## src/rtl/riscm_pkg.sv

```systemverilog
// Shared Simple RISC Machine definitions: opcodes, IR field positions,
// register-select codes and the fetch-unit state encoding.
package riscm_pkg;

  localparam int unsigned IR_W = 16;

  localparam logic [2:0] OPC_ALU  = 3'b101;
  localparam logic [2:0] OPC_MOV  = 3'b110;
  localparam logic [2:0] OPC_HALT = 3'b111;

  localparam int unsigned OPC_MSB   = 15;
  localparam int unsigned OPC_LSB   = 13;
  localparam int unsigned OP_MSB    = 12;
  localparam int unsigned OP_LSB    = 11;
  localparam int unsigned RN_MSB    = 10;
  localparam int unsigned RN_LSB    = 8;
  localparam int unsigned RD_MSB    = 7;
  localparam int unsigned RD_LSB    = 5;
  localparam int unsigned SH_MSB    = 4;
  localparam int unsigned SH_LSB    = 3;
  localparam int unsigned RM_MSB    = 2;
  localparam int unsigned RM_LSB    = 0;
  localparam int unsigned IMM5_W    = 5;
  localparam int unsigned IMM8_W    = 8;

  localparam logic [2:0] NSEL_RN = 3'b001;
  localparam logic [2:0] NSEL_RM = 3'b010;
  localparam logic [2:0] NSEL_RD = 3'b100;

  typedef enum logic [4:0] {
    ST_IDLE  = 5'b00001,
    ST_FETCH = 5'b00010,
    ST_ISSUE = 5'b00100,
    ST_EXEC  = 5'b01000,
    ST_HALT  = 5'b10000
  } fetch_state_e;

endpackage

```

## src/rtl/instr_dec.sv

```systemverilog
// Combinational IR field extraction, immediate sign extension and the
// nsel-driven register-number mux.
module instr_dec
  import riscm_pkg::*;
(
  input  logic [IR_W-1:0] ir,
  input  logic [2:0]      nsel,
  output logic [2:0]      opcode,
  output logic [1:0]      op,
  output logic [1:0]      shift,
  output logic [2:0]      readnum,
  output logic [2:0]      writenum,
  output logic [IR_W-1:0] sximm5,
  output logic [IR_W-1:0] sximm8
);

  assign opcode = ir[OPC_MSB:OPC_LSB];
  assign op     = ir[OP_MSB:OP_LSB];
  assign shift  = ir[SH_MSB:SH_LSB];
  assign sximm5 = {{(IR_W-IMM5_W){ir[IMM5_W-1]}}, ir[IMM5_W-1:0]};
  assign sximm8 = {{(IR_W-IMM8_W){ir[IMM8_W-1]}}, ir[IMM8_W-1:0]};

  // Non-one-hot selects deliberately read as register 0.
  always_comb begin
    readnum = 3'd0;
    case (nsel)
      NSEL_RN: readnum = ir[RN_MSB:RN_LSB];
      NSEL_RM: readnum = ir[RM_MSB:RM_LSB];
      NSEL_RD: readnum = ir[RD_MSB:RD_LSB];
      default: readnum = 3'd0;
    endcase
  end

  assign writenum = readnum;

endmodule

```

## src/rtl/instr_fetch_unit.sv

```systemverilog
// Fetch stage: holds PC and IR, fetches over a valid-qualified read and
// hands each instruction to the controller with the s/w handshake.
module instr_fetch_unit
  import riscm_pkg::*;
#(
  parameter int unsigned       PC_W     = 8,
  parameter logic [PC_W-1:0]   RESET_PC = '0
) (
  input  logic            clk,
  input  logic            reset,
  input  logic            run,
  output logic [PC_W-1:0] mem_addr,
  output logic            mem_rd,
  input  logic [15:0]     mem_rdata,
  input  logic            mem_valid,
  output logic            s,
  input  logic            w,
  input  logic [2:0]      nsel,
  output logic [2:0]      opcode,
  output logic [1:0]      op,
  output logic [1:0]      shift,
  output logic [2:0]      readnum,
  output logic [2:0]      writenum,
  output logic [15:0]     sximm5,
  output logic [15:0]     sximm8,
  output logic [PC_W-1:0] pc,
  output logic [15:0]     ir,
  output logic            halted
);

  fetch_state_e state_q;
  fetch_state_e state_d;
  logic         ir_load;
  logic         pc_inc;

  always_ff @(posedge clk or negedge reset) begin
    if (!reset) state_q <= ST_IDLE;
    else        state_q <= state_d;
  end

  always_comb begin
    state_d = state_q;
    ir_load = 1'b0;
    pc_inc  = 1'b0;
    case (state_q)
      ST_IDLE: begin
        if (run) state_d = ST_FETCH;
      end
      ST_FETCH: begin
        if (mem_valid) begin
          ir_load = 1'b1;
          state_d = (mem_rdata[OPC_MSB:OPC_LSB] == OPC_HALT) ? ST_HALT : ST_ISSUE;
        end
      end
      ST_ISSUE: state_d = ST_EXEC;
      // A w already high on the first EXEC cycle retires immediately.
      ST_EXEC: begin
        if (w) begin
          pc_inc  = 1'b1;
          state_d = run ? ST_FETCH : ST_IDLE;
        end
      end
      ST_HALT: state_d = ST_HALT;
      default: state_d = ST_IDLE;
    endcase
  end

  always_ff @(posedge clk or negedge reset) begin
    if (!reset) begin
      pc <= RESET_PC;
      ir <= '0;
    end else begin
      if (ir_load) ir <= mem_rdata;
      if (pc_inc)  pc <= pc + PC_W'(1);
    end
  end

  // Handshake/status outputs come straight off the one-hot state flops.
  assign mem_rd   = (state_q == ST_FETCH);
  assign s        = (state_q == ST_ISSUE);
  assign halted   = (state_q == ST_HALT);
  assign mem_addr = pc;

  instr_dec u_dec (
    .ir       (ir),
    .nsel     (nsel),
    .opcode   (opcode),
    .op       (op),
    .shift    (shift),
    .readnum  (readnum),
    .writenum (writenum),
    .sximm5   (sximm5),
    .sximm8   (sximm8)
  );

endmodule

```

## config.mk

```make
export PLATFORM = sky130hd
export DESIGN_NAME = instr_fetch_unit
export DESIGN_NICKNAME = d
export VERILOG_FILES = /design/src/rtl/riscm_pkg.sv /design/src/rtl/instr_dec.sv /design/src/rtl/instr_fetch_unit.sv
export SDC_FILE = /design/constraint.sdc
export NUM_CORES = 1
export LEC_CHECK = 0
export ABC_AREA = 0
export BUFFER_PORTS_ARGS = -buffer_cell sky130_fd_sc_hd__buf_2
export CAP_MARGIN = 40
export CORE_MARGIN = 2
export CORE_UTILIZATION = 44
export CTS_CLUSTER_SIZE = 40
export DETAILED_ROUTE_END_ITERATION = 12
export GPL_TIMING_DRIVEN = 1
export PLACE_DENSITY = 0.8
export SLEW_MARGIN = 15
export SYNTH_ARGS = -nofsm -noshare
export SYNTH_HDL_FRONTEND = slang
export SYNTH_HIERARCHICAL = 1
export SYNTH_SLANG_ARGS = --single-unit
```

## constraint.sdc

```tcl
create_clock -name clk -period 2.18 [get_ports clk]
set_input_delay 0.218 -clock clk [delete_from_list [all_inputs] [get_ports clk]]
set_output_delay 0.218 -clock clk [all_outputs]
set_load 0.05 [all_outputs]
```

Yosys cells after proc, flatten, opt, wreduce, memory -nomap -nowiden
Cells that the tools add are included. Widths: inputs -> output; s select.

Add/subtract/negate cells: 1. Eq/ne operators: 12. Mux-type cells: 11. Reduce and logical (&&, ||, !) cells: 1.

Operators with widths (number): $pmux 5 s5 (1); $mux 5 (4); $pmux 3 s3 (1); $add 8x1->8 const B (1); $eq 3x3->1 const B (2); $eq 5x1->1 const B (1); $eq 5x2->1 const B (1); $eq 5x3->1 const B (1); $eq 5x4->1 const B (1); $eq 5x5->1 const B (1); $mux 1 (4); $ne 2x2->1 const B (2); $eq 3x1->1 const B (1); $eq 3x2->1 const B (1); $reduce_and 3->1 (1); $mux 2 (1); $ne 2x1->1 const B (1).

Register bits after elaboration: 29. Input port bits: 24. Output and inout port bits: 80. Word-level logic and storage cells: 28.

Logic depth before layout (Yosys ltp)
Gate-level depths: netlist of run 1.

Word-level depth: 4. Depth in mapped cells: 5. Gate-level depth less buffers: 4.

Cells and area by module
Netlist of run 1, hierarchy kept.

Modules (own cells, without submodules): instr_fetch_unit (instances 1, cells an instance 111, area each 1416.4 um^2, seq. area each 726.9 um^2); instr_dec (instances 1, cells an instance 52, area each 419.2 um^2, seq. area each 0.0 um^2).

Least setup slack after synthesis of run 1
OpenSTA, ideal clock, no wires.

Path type: reg2reg. Start: register state_q[0]. End: register state_q[3]. Library setup time: 0.073 ns. Arrival time: 2.616 ns. Required time: 2.107 ns. Setup slack: -0.509 ns. Stages on the path, launching flop included: 5. Buffers on the path: 1. Period minus slack after synthesis: 2.689 ns. Path through: dfstp_2 -> buf_6 -> or2_1 -> nor4b_1 -> or2_1.

Elaborated cells on any way between the ends: 10. Classes of those cells: eq/ne: 8; mux: 1; reduce/logical: 1.

RTL lines: start, declared (RTL line instr_fetch_unit.sv:31) `fetch_state_e state_q;`; start signal, assigned (RTL line instr_fetch_unit.sv:38) `else state_q <= state_d;`; $eq 5x3->1; net s (RTL line instr_fetch_unit.sv:16) `output logic s,`; $pmux 5 s5 (RTL line instr_fetch_unit.sv:45) `case (state_q)`.

The timed path passes the listed nets, and every way through them passes these cells. A chain may end at the register's enable or synchronous reset.

Worst setup path in the final report of run 1
Start: register state_q[1]. End: output port s.

Word-level cells in the longest chain between the ends: 1.

RTL lines: $eq 5x3->1 (RTL line instr_fetch_unit.sv:80) `assign s = (state_q == ST_ISSUE);`; end, declared (RTL line instr_fetch_unit.sv:16).

Every way passes these cells.

==> summary.txt, run 1 <==
Critical path
  – CP max FO: 9
  – Critical path class: reg -> out
  – Crit end category: primary output
  – Worst EP arrival: 1.66 ns
  – WP data required: between 1.5 and 2 ns
  – CP startpoint kind: flip-flop

Clocking
  – Post-CTS Hold Fix Bufs: 0
  – PostCTS Resize Cnt: 0
  – H-tree depth: 2
  – # Post-CTS Setup Buffers: 0
  – Root Driver: clkbuf_8
  – CTS tree: yes
  – Clk sinks: 29
  – Clock buffers created by TritonCTS: 5
  – CTS clk-pin slew, worst paths: 0.06 ns
  – Clock Tree Buf Depth: 2
  – Worst skew pair latency: around 0.27 ns

Timing
  – Final worst-path cycle share: a little under nine tenths
  – Max Slew Vio Count: 0
  – Unrepaired setup endpoints after global routing: no
  – Clock skew: approximately 0.0013 ns
  – Rel. slew slack: between 50 and 60%
  – Fin crit period: 1.88 ns
  – Fmax: 0.533 GHz
  – Endpoints failing setup: 0
  – Final hold vios: 28
  – Setup TNS: 0 ns
  – Hold Slack: -0.0314 ns
  – Tightest Pin Transition: 0.654 ns

Synthesis
  – Syn nets: 188
  – Unique masters post-synth: 39
  – Top FF cell, synth: dfrtp_1
  – Syn. warnings: 6
  – Seq/Total Area, Yosys: about two fifths
  – Number of synthesized flops with an enable pin: 0
  – Post-synth design cell area: roughly 1800 µm²
  – Cell count after synthesis: 163
  – Seq cells post-synth: 29
  – Avg Synthesized Cell Area: ~11 µm²
  – Synth area leader: dfrtp_1
  – Post-synth top area share: 38.2%
  – Ys async rst share: 100%
  – Synth area leaders: dfrtp_1, buf_4, mux2_1

Die
  – Top Ports: 104
  – Die height: 68.6 µm
  – Die area: 4700 µm²
  – Chip Width: 68.6 µm
  – Starting Density: ~46%
  – Area of the core: 4000 µm²
  – FP Rows: 23

Place
  – IO Port Bufs: 103
  – Dpl cell area: about 2000 µm²
  – GP Congestion: between 0.7 and 0.8
  – Final HPWL DP: 2.60 mm

Outcome
  – Failing checks: negative hold slack
  – Status: finished with violations

Detailed routing
  – DRT Wirelength: between 3 and 4 mm
  – ANT nets after route: 0
  – Starting DRC count in detailed routing: 32
  – DR vias/cell: 4.93
  – Wirelength per Cell: between 10 and 15 µm
  – Routed vias: between 1000 and 1500
  – Drt drc: 0
  – Pre-antenna DRT Iters: 4

Finish
  – Footprint of the multi-input gates: roughly 690 µm²
  – Register area: 727 µm²
  – Layout cells sized above 1: 57.1%
  – Final core utilization: 52.5%
  – Layout fillers: 370
  – Diodes inserted: 0
  – P&R area growth vs syn: 14.4%
  – Post-Layout Inst Area: 2100 µm²
  – Net count, final: between 200 and 250

Global route
  – Largest net degree at the start of global routing: 30
  – Initial antenna violation count: 0
  – Vias in the first global route: between 1000 and 1500
  – Tot GR Track Use: 15.4%
  – First-pass GRT wire length: 5.36 mm
  – Gr ovfl total: 0

Worst hold path
  – Worst hold path class: in -> async

Job
  – Max-cap viol count: 0
## metal layers
metal,vias up,GRT usage (%),share of wire (%)
met5,-,0,0
met4,0,7.00,1.6
met3,4,3.90,5.7
met2,53,26.1,50
met1,630,18.3,42
li1,638,-,-
## Yosys cell counts, drive strengths merged, types with 3 or more instances
master  count
nor3        3
nand3       7
buf        55
nor4bb      5
dfrtp      28
nor2        5
mux2       17
xnor2       8
a211o       3
## per-stage QoR
step / worst slack [ns] / instances / hold WS (ns)
finish: 0.304 / 269 / -0.0314
global route: 0.209 / 269 / 0.0167
CTS: 0.292 / 269 / 0.00509
detailed placement: 0.528 / 261 / 0.306
global placement: 0.544 / 261 / 0.295
floorplan: 0.232 / 163 / -0.0776
## state kept, by name, summed over array words and instances (netlist names)
| name | flops |
|---|---|
| mem_addr | 8 |
| ir | 16 |
| state_q | 5 |
## critical path: stages, from the launching register on
cell and delay, ns:
dfrtp_1 0.49, or2_1 0.30, nor4b_2 0.27, buf_2 0.32
## final timing paths
check / start / to / slack (ns) / depth (start not counted)
setup / recovery: state_q[1] / s / 0.30 / 3
hold / removal: reset / ir[10] / -0.03 / 1
setup reg to reg: state_q[3] / mem_addr[4] / 0.51 / 3
hold reg to reg: mem_addr[5] / mem_addr[5] / 0.51 / 1
max in group asynchronous: reset / mem_addr[3] / 1.79 / 1
min in group clk: mem_rdata[11] / ir[11] / 0.15 / 2
## layout make-up
class,instances,share of cell area (%)
Multi-Input combinational cell,78,32.8
Tap cell,50,2.98
Clock inverter,1,0.238
Sequential cell,29,34.6
Inverter,1,0.179
Clock buffer,7,4.59
Timing Repair Buffer,103,24.6
## layout by cell type, fill, tap and decap left out, drive strengths merged, types with 2 or more instances in the layout
master	count
a211o	3
and4bb	2
nor4b	2
or2	2
nor3	3
clkbuf	7
mux2	17
nor2	5
dfrtp	28
and4	2
nor4bb	5
nand2	2
and3	2
or3b	2
nand3	7
xnor2	8
nand4	2
buf	103
## cell families after synthesis
family | after synthesis | share of synthesized area, %
buffers and inverters | 56 | 23.2
AOI/OAI and AO/OA | 8 | 3.55
and+or+nand+nor | 43 | 18.3
DFF | 29 | 39.6
muxes | 17 | 10.4
adders and majority gates | 1 | 0.682
xor gates and xnor gates | 9 | 4.29
Power of run 1 is not shown: default switching activity piles up to over one toggle a cycle in this logic, so the estimate is an artifact.
==> run 2, diff against run 1 <==
--- a/config.mk
+++ b/config.mk
@@ -6,14 +6,14 @@
 export NUM_CORES = 1
 export LEC_CHECK = 0
 export ABC_AREA = 0
-export BUFFER_PORTS_ARGS = -buffer_cell sky130_fd_sc_hd__buf_2
 export CAP_MARGIN = 40
 export CORE_MARGIN = 2
-export CORE_UTILIZATION = 44
+export CORE_UTILIZATION = 55
 export CTS_CLUSTER_SIZE = 40
 export DETAILED_ROUTE_END_ITERATION = 12
+export DONT_BUFFER_PORTS = 1
 export GPL_TIMING_DRIVEN = 1
-export PLACE_DENSITY = 0.8
+export PLACE_DENSITY = 0.7
 export SLEW_MARGIN = 15
 export SYNTH_ARGS = -nofsm -noshare
 export SYNTH_HDL_FRONTEND = slang
==> run 2 against run 1 <==
  * The flow now finishes without violations
  * Flip-flop and latch count did not move
  * Final cell count fell by 29%
  * Setup slack got worse by 0.019 ns
  * Non-clock buffer count fell by 72
  * Die area fell by 19%
  * First-iteration DRC count rose by 59%
  * Global-route usage rose by 3.0 points
==> summary.txt, run 2 (same netlist as run 1, synthesis figures left out) <==
Clocking
  – H-tree depth: 2 (unchanged)
  – Root Driver: clkbuf_4
  – Worst skew pair latency: 0.32 ns (+0.05 ns)
  – Clk sinks: 29 (unchanged)
  – CTS tree: yes
  – Clock buffers created by TritonCTS: 5 (unchanged)
  – Clock Tree Buf Depth: 2 (unchanged)
  – PostCTS Resize Cnt: 0 (unchanged)
  – CTS clk-pin slew, worst paths: 0.09 ns (+0.03 ns)

Die
  – Top Ports: 104 (unchanged)
  – FP Rows: 20 (-13%)
  – Die height: 61.8 µm (-9.9%)
  – Starting Density: 59.2% (+13 points)
  – Die area: 3820 µm² (-19%)
  – Chip Width: 61.8 µm (-9.9%)
  – Area of the core: 3100 µm² (-22%)

Finish
  – Register area: 736 µm² (+1.2%)
  – Footprint of the multi-input gates: 689 µm² (unchanged)
  – Net count, final: 171 (-30%)
  – P&R area growth vs syn: 0.682%
  – Most frequent cells in the layout: dfrtp_1, buf_4, mux2_1
  – Layout cells sized above 1: 36.1% (-21 points)
  – Diodes inserted: 0 (unchanged)
  – Reg with most FFs: ir
  – Number of flip-flops in the largest register: 16 (unchanged)
  – Layout fillers: 275 (-26%)

Timing
  – Final hold vios: 0 (-100%)
  – Endpoints failing setup: 0 (unchanged)
  – Max Slew Vio Count: 0 (unchanged)
  – Final worst-path cycle share: 86.9% (+0.85 points)
  – Setup TNS: 0 ns (unchanged)
  – Tightest Pin Transition: 0.563 ns (-0.0913 ns)
  – Clock skew: 0.00407 ns (+0.00279 ns)
  – Unrepaired setup endpoints after global routing: no
  – Fin crit period: 1.89 ns (+0.0185 ns)
  – Rel. slew slack: 62.5% (+6.1 points)
  – Fmax: 0.528 GHz (-0.98%)

Place
  – Final HPWL DP: 2.47 mm (-5.1%)
  – GP Congestion: 0.843 (+9.1%)
  – IO Port Bufs: 0 (-100%)

Global route
  – Vias in the first global route: 1074 (-9.2%)
  – Tot GR Track Use: 18.4% (+3.0 points)
  – First-pass GRT wire length: 4.90 mm (-8.6%)
  – Gr ovfl total: 0 (unchanged)
  – Initial antenna violation count: 0 (unchanged)
  – Largest net degree at the start of global routing: 30 (unchanged)

Job
  – Max-cap viol count: 0 (unchanged)

Critical path
  – Depth of the most critical reg-to-reg path: 3 (unchanged)
  – Worst r2r src: state_q[3]
  – CP max FO: 14 (+5)
  – CP startpoint kind: flip-flop
  – Crit path launch: state_q[3]
  – Worst EP arrival: 1.68 ns (+0.02 ns)
  – Crit end category: primary output
  – WP data required: 1.96 ns (about the same)
  – Critical path class: reg -> out

Detailed routing
  – Pre-antenna DRT Iters: 4 (unchanged)
  – DR vias/cell: 5.79 (+17%)
  – Drt drc: 0 (unchanged)
  – DRT Wirelength: 3.27 mm (-4.9%)
  – Wirelength per Cell: 17.1 µm (+34%)
  – Routed vias: 1105 (-17%)
  – Starting DRC count in detailed routing: 51 (+59%)
  – ANT nets after route: 0 (unchanged)

Worst hold path
  – Worst Hold Launch: mem_rdata[3]
  – Worst hold path class: in -> reg
  – Hold path cells: 1

Outcome
  – Status: complete, no violations
[run 2: cell count changes in the layout (fill, tap and decap cells not counted), moves of 2 or more]
cell,change
buf_2,-103
buf_4,+25
clkbuf_8,-6
clkbuf_4,+5
buf_12,+4
dfrtp_1,-3
clkbuf_1,+2
dfrtp_4,+2
[run 2: what timing repair did]
item	CTS	global route
setup buffers	0	0
hold buffers	2	0
endpoints found under the hold margin	29	0
[run 2: per-stage QoR]
step	instance area (µm²)	worst slack, ns	utilization [%]	cells	hold slack, ns
after floorplan	1840	0.232	-	163	-0.0776
after global placement	1740	0.552	56.0	180	-0.0770
after detailed placement	1760	0.516	56.7	181	-0.0771
after CTS	1850	0.268	59.6	191	0.00609
after global routing	1850	0.203	59.6	191	0.00576
final	1850	0.286	59.6	191	0.0218
[run 2: layout make-up]
cell class / count / share of cell area (%)
Clock buffer: 8 / 3.18
Multi-Input combinational cell: 78 / 37.3
Sequential cell: 29 / 39.8
Tap cell: 44 / 2.98
Inverter: 1 / 0.203
Timing Repair Buffer: 31 / 16.5
[run 2: worst paths after layout]
| kind | to | slack [ns] |
|---|---|---|
| setup / recovery | mem_rd | 0.29 |
| hold / removal | ir[3] | 0.02 |
| setup reg to reg | mem_addr[4] | 0.49 |
| hold reg to reg | mem_addr[5] | 0.51 |
| max in group asynchronous | state_q[0] | 1.63 |
| min in group asynchronous | ir[13] | 0.32 |
[run 2: layer usage]
layer | routed length (µm) | GRT usage, % | vias to the layer above
li1 | - | - | 492
met1 | 1200 | 19.4 | 559
met2 | 1740 | 31.7 | 50
met3 | 288 | 6.21 | 4
met4 | 50 | 10.9 | 0
met5 | 0 | 0 | -
[run 2: critical path, stage by stage (launching register included)]
cell,delay (ns)
dfrtp_1,0.55
or3_1,0.47
nor2_1,0.13
buf_4,0.21
Power of run 2 is left out for the same reason.
==> run 3, diff against run 2 <==
--- a/config.mk
+++ b/config.mk
@@ -9,6 +9,7 @@
 export CAP_MARGIN = 40
 export CORE_MARGIN = 2
 export CORE_UTILIZATION = 55
+export CTS_BUF_LIST = sky130_fd_sc_hd__clkbuf_8
 export CTS_CLUSTER_SIZE = 40
 export DETAILED_ROUTE_END_ITERATION = 12
 export DONT_BUFFER_PORTS = 1
==> run 3 against run 2 <==
  * Setup slack gained 0.062 ns
  * Sequential share of layout area down 0.66 points
  * Final area is 1.7% higher
  * Maximum frequency rose by 3.4%
  * Clock-buffer cell count down 2
  * Critical endpoint unchanged
  * Highest routed layer unchanged
==> summary.txt, run 3 (same netlist as run 1, synthesis figures left out) <==
Die
  – Top Ports: 104 (unchanged)
  – Die height: 61.8 µm (unchanged)
  – Chip Width: 61.8 µm (unchanged)
  – Starting Density: 59.2% (unchanged)
  – Die area: 3820 µm² (unchanged)
  – FP Rows: 20 (unchanged)
  – Area of the core: 3100 µm² (unchanged)

Critical path
  – CP startpoint kind: flip-flop
  – Critical path class: reg -> out
  – CP max FO: 14 (unchanged)
  – WP data required: 1.96 ns (about the same)
  – Reg2Reg Setup Slack: 0.50 ns (about the same)
  – Crit end category: primary output
  – Worst EP arrival: 1.61 ns (-0.07 ns)

Place
  – GP Congestion: 0.843 (unchanged)
  – Final HPWL DP: 2.47 mm (unchanged)
  – IO Port Bufs: 0 (unchanged)

Finish
  – Net count, final: 171 (unchanged)
  – P&R area growth vs syn: 2.39%
  – Most frequent cells in the layout: dfrtp_1, buf_4, mux2_1
  – Reg with most FFs: ir
  – Number of flip-flops in the largest register: 16 (unchanged)
  – Layout cells sized above 1: 36.1% (unchanged)
  – Diodes inserted: 0 (unchanged)

Clocking
  – Clock buffers created by TritonCTS: 5 (unchanged)
  – CTS clk-pin slew, worst paths: 0.06 ns (-0.03 ns)
  – Root Driver: clkbuf_8
  – Clk sinks: 29 (unchanged)
  – Worst skew pair latency: 0.27 ns (-0.05 ns)
  – Clock Tree Buf Depth: 2 (unchanged)
  – CTS tree: yes
  – H-tree depth: 2 (unchanged)
  – # Post-CTS Setup Buffers: 0 (unchanged)

Job
  – Max-cap viol count: 0 (unchanged)

Timing
  – Unrepaired setup endpoints after global routing: no
  – Final worst-path cycle share: 84.1% (-2.8 points)
  – Rel. slew slack: 62.5% (about the same)
  – Fin crit period: 1.83 ns (-0.0620 ns)
  – Final hold vios: 0 (unchanged)
  – Setup TNS: 0 ns (unchanged)
  – Tightest Pin Transition: 0.563 ns (-0.0000409 ns)
  – Endpoints failing setup: 0 (unchanged)
  – Max Slew Vio Count: 0 (unchanged)
  – Clock skew: 0.00210 ns (-0.00197 ns)
  – Fmax: 0.546 GHz (+3.4%)

Detailed routing
  – Starting DRC count in detailed routing: 48 (-5.9%)
  – Pre-antenna DRT Iters: 4 (unchanged)
  – ANT nets after route: 0 (unchanged)
  – DRT Wirelength: 3.20 mm (-2.2%)
  – DR vias/cell: 5.68 (-1.9%)
  – Routed vias: 1084 (-1.9%)
  – Wirelength per Cell: 16.8 µm (-2.2%)
  – Drt drc: 0 (unchanged)

Global route
  – First-pass GRT wire length: 4.89 mm (-0.29%)
  – Busiest grt layer: met2
  – GR Util met1: 19.0% (-0.40 points)
  – Initial antenna violation count: 0 (unchanged)
  – Gr ovfl total: 0 (unchanged)
  – Tot GR Track Use: 18.1% (-0.26 points)
  – Vias in the first global route: 1074 (unchanged)
  – Met2 Usage GRT: 32.0% (+0.30 points)
  – Largest net degree at the start of global routing: 30 (unchanged)
  – Met3 Use GR: 6.42% (+0.21 points)

Worst hold path
  – Worst hold path class: in -> reg

Outcome
  – Status: complete, no violations
[run 3: metrics by stage]
| step | setup WS [ns] | hold slack, ns | instances | utilization (%) | area [µm²] |
|---|---|---|---|---|---|
| finish | 0.348 | 0.0750 | 191 | 60.6 | 1880 |
| global route | 0.273 | 0.0667 | 191 | 60.6 | 1880 |
| CTS | 0.341 | 0.0681 | 191 | 60.6 | 1880 |
| detailed placement | 0.516 | -0.0771 | 181 | 56.7 | 1760 |
| global placement | 0.552 | -0.0770 | 180 | 56.0 | 1740 |
| floorplan | 0.232 | -0.0776 | 163 | - | 1840 |
[run 3: final timing paths]
kind	end	start	cells after the start
hold reg to reg	mem_addr[5]	mem_addr[5]	1
min in group asynchronous	ir[10]	reset	2
setup / recovery	mem_rd	state_q[3]	3
max in group asynchronous	state_q[0]	reset	2
setup reg to reg	mem_addr[4]	state_q[3]	3
hold / removal	ir[2]	mem_rdata[2]	1
[run 3: metal layers]
layer  routed length (µm)  vias to the layer above  share of wire [%]
li1                     -                      491                  -
met5                    0                        -                  0
met2                 1690                       51                 53
met4                   42                        0                1.3
met1                 1190                      537                 37
met3                  282                        5                8.8
[run 3: final cells by class]
cell class | count | area (µm²)
clock buffers | 6 | 82.6
clock inverters | 2 | 7.51
fillers | 268 | 1220
inverters | 1 | 3.75
multi-input cells | 78 | 689
flip-flops and latches | 29 | 736
well taps | 44 | 55.1
repair buffers | 31 | 305
[run 3: worst max-delay path, stage by stage (launching register included)]
cell and delay [ns]:
dfrtp_1 0.53, or3_1 0.47, nor2_1 0.13, buf_4 0.21
[run 3: what timing repair did]
item / in CTS / in global routing
hold endpoints to repair: 29 / 0
hold buffers: 2 / 0
resized for setup: 0 / 0
Power of run 3 is left out for the same reason.
